--- src/rtl/ntr_resp_tx.sv ---
// ----------------------------------------------------------------------------
// ntr_resp_tx : NTR card-bus response transmitter (counts host command bytes,
//               then streams response bytes from a valid/ready source)
// Revision    : 1.0 - initial release
// ----------------------------------------------------------------------------
`default_nettype none

module ntr_resp_tx #(
  parameter int CMD_BYTES   = 8,
  parameter int RESP_BYTES  = 4,
  parameter int SYNC_STAGES = 2
) (
  input  logic       clk,
  input  logic       rst,
  input  logic       ntr_clk,
  input  logic       ntr_cs1,
  input  logic [7:0] resp_data,
  input  logic       resp_valid,
  output logic       resp_ready,
  output logic [7:0] dat_out,
  output logic       out_en,
  output logic       busy,
  output logic       underrun
);

  localparam int CW = $clog2(CMD_BYTES + 1);
  localparam int TW = $clog2(RESP_BYTES + 1);
  localparam logic [CW-1:0] c_cmd_last = CW'(CMD_BYTES);
  localparam logic [TW-1:0] c_tx_last  = TW'(RESP_BYTES);

  typedef enum logic [1:0] {
    S_IDLE = 2'd0,
    S_CMD  = 2'd1,
    S_TX   = 2'd2,
    S_DONE = 2'd3
  } state_t;

  state_t r_state, w_state_nxt;

  logic [SYNC_STAGES-1:0] r_clk_sync, r_cs_sync;
  logic r_clk_d, r_cs_d;
  logic r_clk_rise, r_clk_fall, r_cs_fall, r_cs_rise;
  logic w_clk_s, w_cs_s;

  logic [CW-1:0] r_cmd_cnt, w_cmd_cnt_nxt;
  logic [TW-1:0] r_tx_cnt, w_tx_cnt_nxt;
  logic [7:0]    r_dat, w_dat_nxt;
  logic          r_underrun, w_underrun_nxt;
  logic          w_pop;

  assign w_clk_s = r_clk_sync[SYNC_STAGES-1];
  assign w_cs_s  = r_cs_sync[SYNC_STAGES-1];

  // Chains preset to 1 so a reset never looks like a bus edge.
  always_ff @(posedge clk or posedge rst) begin
    if (rst) begin
      r_clk_sync <= '1;
      r_cs_sync  <= '1;
      r_clk_d    <= 1'b1;
      r_cs_d     <= 1'b1;
      r_clk_rise <= 1'b0;
      r_clk_fall <= 1'b0;
      r_cs_fall  <= 1'b0;
      r_cs_rise  <= 1'b0;
    end else begin
      r_clk_sync <= {r_clk_sync[SYNC_STAGES-2:0], ntr_clk};
      r_cs_sync  <= {r_cs_sync[SYNC_STAGES-2:0], ntr_cs1};
      r_clk_d    <= w_clk_s;
      r_cs_d     <= w_cs_s;
      r_clk_rise <= w_clk_s & ~r_clk_d;
      r_clk_fall <= ~w_clk_s & r_clk_d;
      r_cs_rise  <= w_cs_s & ~r_cs_d;
      r_cs_fall  <= ~w_cs_s & r_cs_d;
    end
  end

  always_ff @(posedge clk or posedge rst) begin
    if (rst) begin
      r_state    <= S_IDLE;
      r_cmd_cnt  <= '0;
      r_tx_cnt   <= '0;
      r_dat      <= 8'hFF;
      r_underrun <= 1'b0;
    end else begin
      r_state    <= w_state_nxt;
      r_cmd_cnt  <= w_cmd_cnt_nxt;
      r_tx_cnt   <= w_tx_cnt_nxt;
      r_dat      <= w_dat_nxt;
      r_underrun <= w_underrun_nxt;
    end
  end

  // A chip-select release wins over a coincident ntr_clk edge, so no pop then.
  assign w_pop = r_clk_fall & ~r_cs_rise & (r_state == S_TX) & (r_tx_cnt < c_tx_last);

  always_comb begin
    w_state_nxt    = r_state;
    w_cmd_cnt_nxt  = r_cmd_cnt;
    w_tx_cnt_nxt   = r_tx_cnt;
    w_dat_nxt      = r_dat;
    w_underrun_nxt = r_underrun;
    case (r_state)
      S_IDLE: begin
        w_dat_nxt = 8'hFF;
        if (r_cs_fall) begin
          w_state_nxt    = S_CMD;
          w_cmd_cnt_nxt  = '0;
          w_underrun_nxt = 1'b0;
        end
      end
      S_CMD: begin
        if (r_cs_rise) begin
          w_state_nxt = S_IDLE;
          w_dat_nxt   = 8'hFF;
        end else if (r_clk_rise && (r_cmd_cnt != c_cmd_last)) begin
          w_cmd_cnt_nxt = r_cmd_cnt + CW'(1);
          if (r_cmd_cnt + CW'(1) == c_cmd_last) begin
            w_state_nxt  = S_TX;
            w_tx_cnt_nxt = '0;
          end
        end
      end
      S_TX: begin
        if (r_cs_rise) begin
          w_state_nxt = S_IDLE;
          w_dat_nxt   = 8'hFF;
        end else if (w_pop) begin
          w_tx_cnt_nxt = r_tx_cnt + TW'(1);
          if (resp_valid) begin
            w_dat_nxt = resp_data;
          end else begin
            w_dat_nxt      = 8'hFF;
            w_underrun_nxt = 1'b1;
          end
        end else if (r_clk_rise && (r_tx_cnt == c_tx_last)) begin
          w_state_nxt = S_DONE;
          w_dat_nxt   = 8'hFF;
        end
      end
      S_DONE: begin
        w_dat_nxt = 8'hFF;
        if (r_cs_rise) begin
          w_state_nxt = S_IDLE;
        end
      end
      default: begin
        w_state_nxt = S_IDLE;
        w_dat_nxt   = 8'hFF;
      end
    endcase
  end

  assign resp_ready = w_pop;
  assign dat_out    = r_dat;
  assign out_en     = (r_state == S_TX);
  assign busy       = (r_state != S_IDLE);
  assign underrun   = r_underrun;

endmodule

`default_nettype wire

--- config.mk ---
export PLATFORM = sky130hd
export DESIGN_NAME = ntr_resp_tx
export DESIGN_NICKNAME = d
export VERILOG_FILES = /design/src/rtl/ntr_resp_tx.sv
export SDC_FILE = /design/constraint.sdc
export NUM_CORES = 1
export LEC_CHECK = 0
export CAP_MARGIN = 20
export CORE_MARGIN = 8
export CORE_UTILIZATION = 52
export CTS_BUF_LIST = sky130_fd_sc_hd__clkbuf_4 sky130_fd_sc_hd__clkbuf_8
export DETAILED_ROUTE_END_ITERATION = 6
export PLACE_DENSITY = 0.87
export RECOVER_POWER = 25
export SLEW_MARGIN = 10
export SYNTH_ARGS = -nofsm -noshare
export SYNTH_HDL_FRONTEND = slang
export SYNTH_SLANG_ARGS = --single-unit
--- constraint.sdc ---
create_clock -name clk -period 1.42 [get_ports clk]
set_input_delay 0.355 -clock clk [delete_from_list [all_inputs] [get_ports clk]]
set_output_delay 0.355 -clock clk [all_outputs]
set_load 0.1 [all_outputs]
; ---- Word level (Yosys, flattened, before mapping)
; Index checks and enable logic that the tools add are counted.
[classes]
n_addsub = 2
order_cmp = 1
n_eq_ne = 20
mux = 30
n_bitwise = 12
reduce_logical = 13
[ops]
columns = operator, count
row1 = $mux 8, 5
row2 = $pmux 8 s3, 1
row3 = $ne 2x2->1 const B, 9
row4 = $mux 2, 8
row5 = $mux 3, 5
row6 = $mux 4, 3
row7 = $reduce_and 6->1, 2
row8 = $pmux 2 s4, 1
row9 = $pmux 4 s2, 1
row10 = $reduce_bool 2->1, 4
row11 = $and 1x1->1, 7
row12 = $ne 3x3->1 const B, 2
row13 = $pmux 3 s2, 1
row14 = $not 1->1, 5
row15 = $reduce_and 5->1, 1
row16 = $add 4x1->4 const B, 1
row17 = $eq 2x2->1 const B, 2
row18 = $eq 4x4->1 const B, 1
row19 = $mux 1, 4
row20 = $ne 4x2->1 const B, 1
row21 = $ne 4x4->1 const B, 1
row22 = $reduce_and 4->1, 1
row23 = $add 3x1->3 const B, 1
row24 = $eq 3x3->1 const B, 1
row25 = 9 further kinds, 10
[totals]
regBits = 28
inputBits = 13
out_inout_bits = 12
wordCells = 91

; ---- Depth between registers and ports, before layout
[logic_depth]
word_depth = 7
depth_mapped = 6
mapped_depth_nobuf = 6

; ---- Worst setup path after synthesis
; No wires, ideal clock.
[synth_path]
path_type = reg-to-reg
start = reg r_cs_rise
end = reg r_tx_cnt[1]
arrival_time_ns = 1.881
required_ns = 1.294
setup_slack_ns = -0.588
path_stages_with_launch = 5
synth_period_minus_slack_ns = 2.008
path_cell_list = dfrtp_1 nand2b_1 nor3_4 o22a_1 o21ai_0
[synth_via]
elab_chain_cells = 6
elab_cells_between_ends = 8
cone_classes = 3 x eq/ne / 4 x bitwise / 1 x reduce/logical
[synth_lines]
columns = element, line_no
row1 = "start, declared", 42  ; logic r_clk_rise, r_clk_fall, r_cs_fall, r_cs_rise;
row2 = "start signal, assigned", 72  ; r_cs_rise <= w_cs_s & ~r_cs_d;
row3 = $not 1->1, 94  ; assign w_pop = r_clk_fall & ~r_cs_rise & (r_state == S_TX) & (r_tx_cnt < c_tx_last);
row4 = $and 1x1->1 (3 in a row), 94
row5 = named net resp_ready, 19  ; output logic resp_ready,
row6 = $ne 2x2->1 (no source line), n/a
row7 = $reduce_and 6->1 (no source line), n/a
row8 = "end signal, assigned", 87  ; r_tx_cnt <= w_tx_cnt_nxt;
row9 = "end, declared", 46  ; logic [TW-1:0] r_tx_cnt, w_tx_cnt_nxt;
; The timed path passes the listed nets, and every way through them passes these cells.
; A chain may end at the register's enable or synchronous reset.

; ---- Worst setup path in the final report
[layout_path]
start = reg r_cs_rise
end = out resp_ready
[layout_via]
elab_chain_cells = 4
[layout_lines]
columns = element, line_no
row1 = $not 1->1, 94
row2 = $and 1x1->1 (3 in a row), 94
row3 = "end, declared", 19
; Every way passes these cells.

==> results.json <==
{
  "max_stage_delay_ps": 430,
  "fin_crit_sh_pct": 121,
  "yosysWarnings": 0,
  "routabilityCongestion": 0.918,
  "synth_edf_count": 0,
  "area_growth_pct": 61.1,
  "rr_startpoint": "r_cs_rise",
  "initial_utilization_pct": 55.1,
  "status": "finished with violations",
  "design.core.area_um2": 2210,
  "crit_chain": "nand2b_4 -> nor3_4 -> buf_12",
  "critPathLaunchType": "flip-flop",
  "grt_start_max_net_pins": 29,
  "holdPathEnd": "r_clk_sync[1]",
  "cts_tree": "built",
  "htreeDepth": 1,
  "r2r_cells": 6,
  "period_needed_ps": 1710,
  "first_global_vias": 1081,
  "p_per_area_nw_per_um2": 1000,
  "antenna_found_initial": 0,
  "hp-start": "r_clk_sync[0]",
  "synthesis.area_um2": 1220,
  "min_path_type": "reg -> reg",
  "fmax_mhz": 584,
  "ys_types": 27,
  "finalClockSkew_ps": 7.05,
  "clk_latency_ps": 340,
  "rsz0062_at_grt": "yes",
  "fill_cells": 90,
  "root_buffer": "clkbuf_4",
  "cp_max_fo": 2,
  "grt_pass1_wl_mm": 5.22,
  "regToRegEndpoint": "r_cmd_cnt[2]",
  "drtAntennaViolNets": 0,
  "p_leak_nw": 0.833,
  "netlist.area_leader.share_pct": 30.2,
  "path_class": "reg -> out",
  "place_ws_ps": -26.3,
  "crit_required_ps": 1070,
  "synthTopCellsByArea": "dfstp_2 30%, dfrtp_1 29%, o22a_1 6.5%, ha_1 4.1%, a21oi_1 3.7%",
  "crit_path_end_kind": "primary output",
  "drt_iter0_drc": 88,
  "slew_violations": 0,
  "grt-ovfl-total": 0,
  "worstMarginPinSlew_ps": 666,
  "synth_commonest_cells": "14 x dfrtp_1, 14 x dfstp_2, 10 x inv_1",
  "dp_cells": 157,
  "rows": 17,
  "failed_checks": "negative setup slack",
  "synth_area_per_cell_um2": 12.3,
  "io_buffers": 24,
  "antenna_cells": 0,
  "worst-r2r-setup-slack_ps": -190,
  "vias": 1044,
  "synthCells": 99,
  "via_per_inst": 5.83,
  "drt_pass1_iterations": 4,
  "place_area_um2": 1690,
  "die_area_um2": 4150,
  "setup_slack_ps": -293,
  "finalNonFillerCells": 179,
  "multi_input_area_um2": 546,
  "nets": 169,
  "max_cap_violations": 0,
  "cts_sinks": 28,
  "synthArstFlopShare_pct": 100,
  "setup_viol": 25,
  "die_h_um": 64.4,
  "io_pins": 25,
  "drive_above_1_share_pct": 54.3,
  "clock_path_buffers": 2,
  "design_area_um2": 1960,
  "hold_viol": 0,
  "hpwl_mm": 2.00,
  "hold_buffers": 0,
  "regArea_um2": 724,
  "ys.flop_type": "dfstp_2",
  "wire_per_inst_um": 22.1,
  "slew_headroom_pct": 55.6,
  "ir_drop_mv": 0.912,
  "drc": 0,
  "critPathArrivalTime_ps": 1360,
  "slowest_stage": "dfrtp_2",
  "hold_path_depth": 0,
  "track_usage_pct": 15.9,
  "synth-seq-cells": 28,
  "yosysSeqAreaShare_pct": 58.9,
  "synth_nets": 116,
  "chipWidth_um": 64.4,
  "yosys.area.top_type": "dfstp_2",
  "totalWireLength_mm": 3.95,
  "numCtsBuffers": 3,
  "path_clk_slew_ps": 150
}
## layout by cell type (no fill, tap or decap), types with 3 or more instances in the layout
cell,n
clkdlybuf4s50_1,10
nand3_1,3
a21oi_2,4
dfrtp_1,9
dfrtp_2,5
a21oi_1,5
ha_1,3
o22a_1,9
buf_12,12
clkbuf_4,3
inv_1,8
nand2_1,4
buf_4,17
nor2_1,3
buf_6,6
nor2b_1,4
dfstp_2,14
## stage by stage
| stage | total power [mW] | hold slack [ps] | TNS [ps] | util, % |
|---|---|---|---|---|
| floorplan | 1.16 | 345 | -6300 | - |
| global route | 2.03 | 373 | -3100 | 88.7 |
| CTS | 1.87 | 324 | -1040 | 84.7 |
| detailed placement | 1.30 | 347 | -53.4 | 76.4 |
| global placement | 1.28 | 347 | 0 | 76.4 |
| finish | 1.96 | 369 | -2210 | 88.7 |
## cell families (layout without fill, tap and decap cells)
family          after synthesis  count (layout)  share of synthesized area [%]
simple gates                 28              28                           15.4
xor+xnor                      1               1                          0.719
fa+ha+maj                     4               4                           4.11
buf+inv                      10              62                           3.08
compound gates               28              28                           17.8
flops                        28              28                           58.9
## worst max-delay path, delay by kind of cell, from the launching register on
kind / cells / cell delay, ps
flops: 1 / 430
simple gates: 2 / 380
buf+inv: 1 / 200
## layout make-up
cell class / count / area share, %
repair buffers: 48 / 28.6
multi-input cells: 61 / 27.8
well taps: 28 / 1.78
clock inverters: 1 / 1.53
flip-flops and latches: 28 / 36.9
inverters: 10 / 2.29
clock buffers: 3 / 1.15
## flip-flops by register name (all words and copies together), names as in the netlist
signal / count
dat_out: 8
r_cs_sync: 2
r_cs_rise: 1
underrun: 1
r_cmd_cnt: 4
r_state: 2
r_cs_fall: 1
r_clk_rise: 1
r_cs_d: 1
r_clk_d: 1
r_clk_fall: 1
r_tx_cnt: 3
r_clk_sync: 2
## per-layer routing
metal | wire length [um] | track usage (%)
met1 | 1510 | 18.4
met5 | 0 | 0
met3 | 259 | 3.61
met2 | 1970 | 27.3
met4 | 208 | 7.36
## what timing repair did
item | CTS | global route
setup buffers | 14 | 6
resized for setup | 9 | 19
pin swaps | 8 | 16
setup endpoints to repair | 23 | 26
## worst max-delay path by stage
stage,from,endpoint,slack (ps),cells past startpoint
2_1_floorplan,r_cs_rise,dat_out[0],-540,4
3_3_place_gp,r_state[1],r_cmd_cnt[2],30,4
3_5_place_dp,r_state[1],r_cmd_cnt[2],-30,4
4_1_cts,r_state[0],resp_ready,-280,3
5_1_grt,r_cs_rise,resp_ready,-320,3
6_report,r_cs_rise,resp_ready,-290,3
## power by group
group / switching, mW / leakage [nW] / internal [mW]
combinational: 0.254 / 0.478 / 0.232
sequential: 0.0795 / 0.327 / 0.865
clock: 0.249 / 0.0279 / 0.286
total: 0.582 / 0.833 / 1.38
Power figures use the tool's default switching activity.
